### config.mk
export PLATFORM = sky130hd
export DESIGN_NAME = mbssoc_mem_responder
export DESIGN_NICKNAME = d
export VERILOG_FILES = /design/src/rtl/mbssoc_mem_responder.sv
export SDC_FILE = /design/constraint.sdc
export NUM_CORES = 1
export LEC_CHECK = 0
export BUFFER_PORTS_ARGS = -buffer_cell sky130_fd_sc_hd__buf_4
export CORE_MARGIN = 10
export CORE_UTILIZATION = 48
export CTS_BUF_LIST = sky130_fd_sc_hd__clkbuf_8
export DETAILED_ROUTE_END_ITERATION = 10
export PLACE_DENSITY = 0.84
export SLEW_MARGIN = 20
export SYNTH_ARGS = -nofsm -noshare
export SYNTH_HDL_FRONTEND = slang
export SYNTH_SLANG_ARGS = --single-unit
### constraint.sdc
create_clock -name clk -period 2.5 [get_ports clk]
set_input_delay 0 -clock clk [delete_from_list [all_inputs] [get_ports clk]]
set_output_delay 0 -clock clk [all_outputs]
set_load 0.005 [all_outputs]
### src/rtl/mbssoc_mem_responder.sv
// ---------------------------------------------------------------------------
// mbssoc_mem_responder
// Slave-side responder for the shared SoC memory bus. Accepts one granted
// request from the bus controller, runs it against a synchronous single-port
// SRAM after a configurable number of wait states, and returns a one-cycle
// ack carrying read data or an error flag.
//
// Ports:
//   clk, rst      - system clock, synchronous active-high reset
//   req_re/we     - read / write request (both set is an error)
//   req_addr      - byte address, must be word aligned and inside the window
//   req_wdata     - write data
//   req_id        - requesting core (0=CPU0, 1=CPU1)
//   busy          - responder not idle; new requests are ignored
//   ack           - one-cycle completion pulse
//   ack_id        - req_id of the completed request
//   ack_err       - completion is an error
//   rdata         - read data, valid while ack=1, otherwise 0
//   sram_*        - synchronous SRAM macro interface (word addressed)
// ---------------------------------------------------------------------------
module mbssoc_mem_responder #(
    parameter int                      DATA_WIDTH = 32,
    parameter int                      ADDR_WIDTH = 32,
    parameter int                      MEM_AW     = 10,
    parameter logic [ADDR_WIDTH-1:0]   BASE_ADDR  = 32'h0000_0000,
    parameter int                      RD_WAIT    = 1,
    parameter int                      WR_WAIT    = 0
) (
    input  logic                  clk,
    input  logic                  rst,
    input  logic                  req_re,
    input  logic                  req_we,
    input  logic [ADDR_WIDTH-1:0] req_addr,
    input  logic [DATA_WIDTH-1:0] req_wdata,
    input  logic                  req_id,
    output logic                  busy,
    output logic                  ack,
    output logic                  ack_id,
    output logic                  ack_err,
    output logic [DATA_WIDTH-1:0] rdata,
    output logic                  sram_en,
    output logic                  sram_we,
    output logic [MEM_AW-1:0]     sram_addr,
    output logic [DATA_WIDTH-1:0] sram_wdata,
    input  logic [DATA_WIDTH-1:0] sram_rdata
);

    typedef enum logic [1:0] {
        ST_IDLE   = 2'd0,
        ST_ACCESS = 2'd1,
        ST_RESP   = 2'd2
    } state_t;

    localparam logic [3:0] RD_WAIT_C = 4'(RD_WAIT);
    localparam logic [3:0] WR_WAIT_C = 4'(WR_WAIT);

    state_t                r_state;
    logic [3:0]            r_cnt;
    logic                  r_id;
    logic                  r_is_read;
    logic                  r_ack;
    logic                  r_ack_id;
    logic                  r_ack_err;
    logic [DATA_WIDTH-1:0] r_rdata;
    logic                  r_sram_en;
    logic                  r_sram_we;
    logic [MEM_AW-1:0]     r_sram_addr;
    logic [DATA_WIDTH-1:0] r_sram_wdata;

    logic w_req;
    logic w_err_both;
    logic w_err_align;
    logic w_err_window;
    logic w_err;

    // Request qualification and accept-time error decode
    always_comb begin
        w_req        = req_re | req_we;
        w_err_both   = req_re & req_we;
        w_err_align  = (req_addr[1:0] != 2'b00);
        // Only the bits above the SRAM window select the window itself
        w_err_window = (req_addr[ADDR_WIDTH-1:MEM_AW+2] != BASE_ADDR[ADDR_WIDTH-1:MEM_AW+2]);
        w_err        = w_err_both | w_err_align | w_err_window;
    end

    // Responder FSM with all outputs registered
    always_ff @(posedge clk) begin
        if (rst) begin
            r_state      <= ST_IDLE;
            r_cnt        <= 4'd0;
            r_id         <= 1'b0;
            r_is_read    <= 1'b0;
            r_ack        <= 1'b0;
            r_ack_id     <= 1'b0;
            r_ack_err    <= 1'b0;
            r_rdata      <= '0;
            r_sram_en    <= 1'b0;
            r_sram_we    <= 1'b0;
            r_sram_addr  <= '0;
            r_sram_wdata <= '0;
        end else begin
            case (r_state)
                ST_IDLE: begin
                    r_ack     <= 1'b0;
                    r_ack_err <= 1'b0;
                    r_rdata   <= '0;
                    if (w_req) begin
                        r_id      <= req_id;
                        r_is_read <= req_re & ~req_we;
                        if (w_err) begin
                            // Rejected requests skip the SRAM and ack next cycle
                            r_state   <= ST_RESP;
                            r_ack     <= 1'b1;
                            r_ack_id  <= req_id;
                            r_ack_err <= 1'b1;
                        end else begin
                            // Strobe is issued in the first ACCESS cycle
                            r_state      <= ST_ACCESS;
                            r_sram_en    <= 1'b1;
                            r_sram_we    <= req_we;
                            r_sram_addr  <= req_addr[MEM_AW+1:2];
                            r_sram_wdata <= req_wdata;
                            r_cnt        <= req_re ? RD_WAIT_C : WR_WAIT_C;
                        end
                    end
                end
                ST_ACCESS: begin
                    r_sram_en <= 1'b0;
                    r_sram_we <= 1'b0;
                    if (r_cnt == 4'd0) begin
                        // SRAM data is valid on this edge, one cycle after the strobe
                        r_state   <= ST_RESP;
                        r_ack     <= 1'b1;
                        r_ack_id  <= r_id;
                        r_ack_err <= 1'b0;
                        r_rdata   <= r_is_read ? sram_rdata : '0;
                    end else begin
                        r_cnt <= r_cnt - 4'd1;
                    end
                end
                ST_RESP: begin
                    r_state   <= ST_IDLE;
                    r_ack     <= 1'b0;
                    r_ack_id  <= 1'b0;
                    r_ack_err <= 1'b0;
                    r_rdata   <= '0;
                end
                default: begin
                    r_state   <= ST_IDLE;
                    r_ack     <= 1'b0;
                    r_ack_err <= 1'b0;
                    r_rdata   <= '0;
                    r_sram_en <= 1'b0;
                    r_sram_we <= 1'b0;
                end
            endcase
        end
    end

    assign busy       = (r_state != ST_IDLE);
    assign ack        = r_ack;
    assign ack_id     = r_ack_id;
    assign ack_err    = r_ack_err;
    assign rdata      = r_rdata;
    assign sram_en    = r_sram_en;
    assign sram_we    = r_sram_we;
    assign sram_addr  = r_sram_addr;
    assign sram_wdata = r_sram_wdata;

endmodule

==> flow_summary.json <==
{
  "netlist_area_mm2": 0.003817,
  "cp_slowest_cell": "dlygate4sd3_1",
  "route.vias.total": 4116,
  "setup_slack_ns": 0.1779,
  "hold_viol": 0,
  "start_util": 0.4940,
  "whs_ns": 0.006552,
  "ctsLongestPathBuffers": 2,
  "crit_family": "buffers and inverters",
  "htreeDepth": 3,
  "path_class": "reg2reg",
  "ys_types": 46,
  "yosysTopAreaCellShare": 0.4562,
  "relSlewSlack": 0.5919,
  "fmax_mhz": 430.6,
  "rsz0062_at_grt": "false",
  "worst_ep_required_time_ns": 2.79,
  "cp_max_fo": 42,
  "gp_congestion": 0.8304,
  "worst-r2r-cell-count": 8,
  "maxSlewViolCount": 0,
  "peakVddDrop_v": 0.0002991,
  "portBuffers": 180,
  "cp_common_cell": "inv_1",
  "period_minus_slack_ns": 2.322,
  "core_mm2": 0.007727,
  "finalWirelength_um": 13850,
  "dp_hpwl_um": 8856,
  "cts_setup_buffers": 0,
  "overflow": 0,
  "wl_per_cell_um": 17.40,
  "syn2layout_area_growth_pct": 62.31,
  "crit_cells": 8,
  "drtIter0Drc": 223,
  "dieWidth_um": 109.2,
  "min_period_over_period": 0.9289,
  "avgSynthCellArea_um2": 8.716,
  "outcome": "completed",
  "hold_depth": 2,
  "cp.arrival_ns": 2.61,
  "worst-path-buf-inv": 4,
  "synth_seq_area_share": 0.4562,
  "netlist_top_cells_area": "dfxtp_1, a21oi_2, nand2_1",
  "power.density_mw_per_mm2": 462.1,
  "worst_pin_slew_ns": 0.6121,
  "async_reset_ff_frac": 0,
  "die_h_um": 109.2,
  "syn_inst": 438,
  "grt_usage": 0.2237,
  "grt_pass1_wl_um": 21320,
  "drtAntennaViolNets": 0,
  "max_stage_delay_ns": 0.56,
  "synth_most_common_cell": "dfxtp_1",
  "stdcell_count": 796,
  "fin_skew_ns": 0.009079,
  "clkSinkCount": 87,
  "power.leakage_nw": 2.475,
  "insertion_delay_ns": 0.34,
  "fin_util": 0.8018,
  "setup_tns_ns": 0,
  "finish.instance_area_mm2": 0.006196,
  "synth_commonest_cells": "dfxtp_1, nand2_1, a21oi_1, a21oi_2, nand2_2",
  "synth-edff-count": 0,
  "antenna_found_initial": 1,
  "grt_pass1_vias": 4336,
  "crit_chain": "inv_1, ha_1, inv_1, nor4_4, buf_12, nand2_2, a21oi_2, dlygate4sd3_1",
  "cts_resized": 0,
  "setup_viol": 0,
  "place_area_mm2": 0.005164,
  "drive_gt1_frac": 0.4275,
  "vias_per_cell": 5.171,
  "pre_cts_ws_ns": 0.6663,
  "grt_max_degree": 43,
  "synth_area_leader_cell": "dfxtp_1",
  "finalNetCount": 791,
  "ctsRootBufferMaster": "clkbuf_8",
  "synth_ff_type": "dfxtp_1",
  "rows": 32,
  "startpoint_type": "flop",
  "hp-class": "in2reg",
  "syn-num-nets": 543,
  "power_mw": 2.863,
  "max_cap_violations": 0,
  "first_pass_iters": 4,
  "endpoint_kind": "flop",
  "cts_tree": "done",
  "fill_cells": 474,
  "numCtsBuffers": 9,
  "num_io_pins": 181,
  "dp_cells": 696,
  "dieArea_mm2": 0.01192,
  "ys_ff_latch": 87,
  "drc": 0,
  "clk_pin_slew_ns": 0.08,
  "synth_warnings": 0
}
-- cells by family after synthesis --
family                   Yosys count  share of synthesized area
AND/OR/NAND/NOR                  200                     0.2697
adder cells (fa/ha/maj)            4                    0.01311
flip-flops                        87                     0.4562
AO/OA/AOI/OAI                    107                     0.1947
buffers and inverters             39                    0.06195
XOR/XNOR                           1                   0.004262
-- layout by cell type, fill, tap and decap left out, types with 3 or more instances in the layout --
cell type	instances
nand2_1	84
a21oi_2	40
nor4_4	3
dfxtp_1	87
nor2_1	16
clkbuf_8	10
nand2_2	40
a21oi_1	44
o21a_1	3
nor3_1	3
inv_1	7
dlygate4sd3_1	81
diode_2	4
ha_1	4
nand3_1	35
buf_4	187
o21ai_0	6
a211oi_1	3
-- timing repair --
item,in CTS,in global routing
hold endpoints to repair,75,0
endpoints found under the setup margin,0,0
hold buffers,81,0
-- path summary, 6_finish.rpt --
path	slack, ns	startpoint	endpoint
worst max register to register	0.18	r_state[0]$_SDFFE_PP0P_	sram_addr[7]$_SDFFE_PP0P_
worst min-delay path	0.007	rst	sram_we$_SDFFE_PP0P_
worst max-delay path	0.18	r_state[0]$_SDFFE_PP0P_	sram_addr[7]$_SDFFE_PP0P_
worst min register to register	0.45	rdata[9]$_SDFFE_PP0N_	rdata[9]$_SDFFE_PP0N_
-- registers in the layout, summed over array words and instances, names as in the netlist --
| register | count |
|---|---|
| sram_en | 1 |
| r_id | 1 |
| r_is_read | 1 |
| sram_we | 1 |
| r_cnt | 4 |
| sram_wdata | 32 |
| sram_addr | 10 |
| ack | 1 |
| ack_err | 1 |
| r_state | 2 |
| rdata | 32 |
| ack_id | 1 |
-- cell type report --
type / count / area (um^2) / area share
multi-input cells: 312 / 1844 / 0.2977
well taps: 102 / 127.6 / 0.02060
clock inverters: 5 / 73.82 / 0.01191
repair buffers: 269 / 2235 / 0.3607
flip-flops and latches: 87 / 1742 / 0.2811
inverters: 7 / 26.28 / 0.004241
diodes: 4 / 10.01 / 0.001616
clock buffers: 10 / 137.6 / 0.02221
-- per-layer routing --
layer | GRT usage | up-vias | wire [um]
met4 | 0.1208 | 0 | 523
li1 | - | 1979 | -
met2 | 0.4156 | 172 | 7491
met1 | 0.2214 | 1921 | 4956
met5 | 0 | - | 0
met3 | 0.06018 | 44 | 880
-- where the power goes --
| part | total, mW | internal, mW | switching (mW) |
|---|---|---|---|
| logic | 0.401 | 0.226 | 0.175 |
| clock network | 1.06 | 0.579 | 0.484 |
| registers | 1.40 | 1.39 | 0.00623 |
Note: power is estimated with default switching activity, not from simulation.
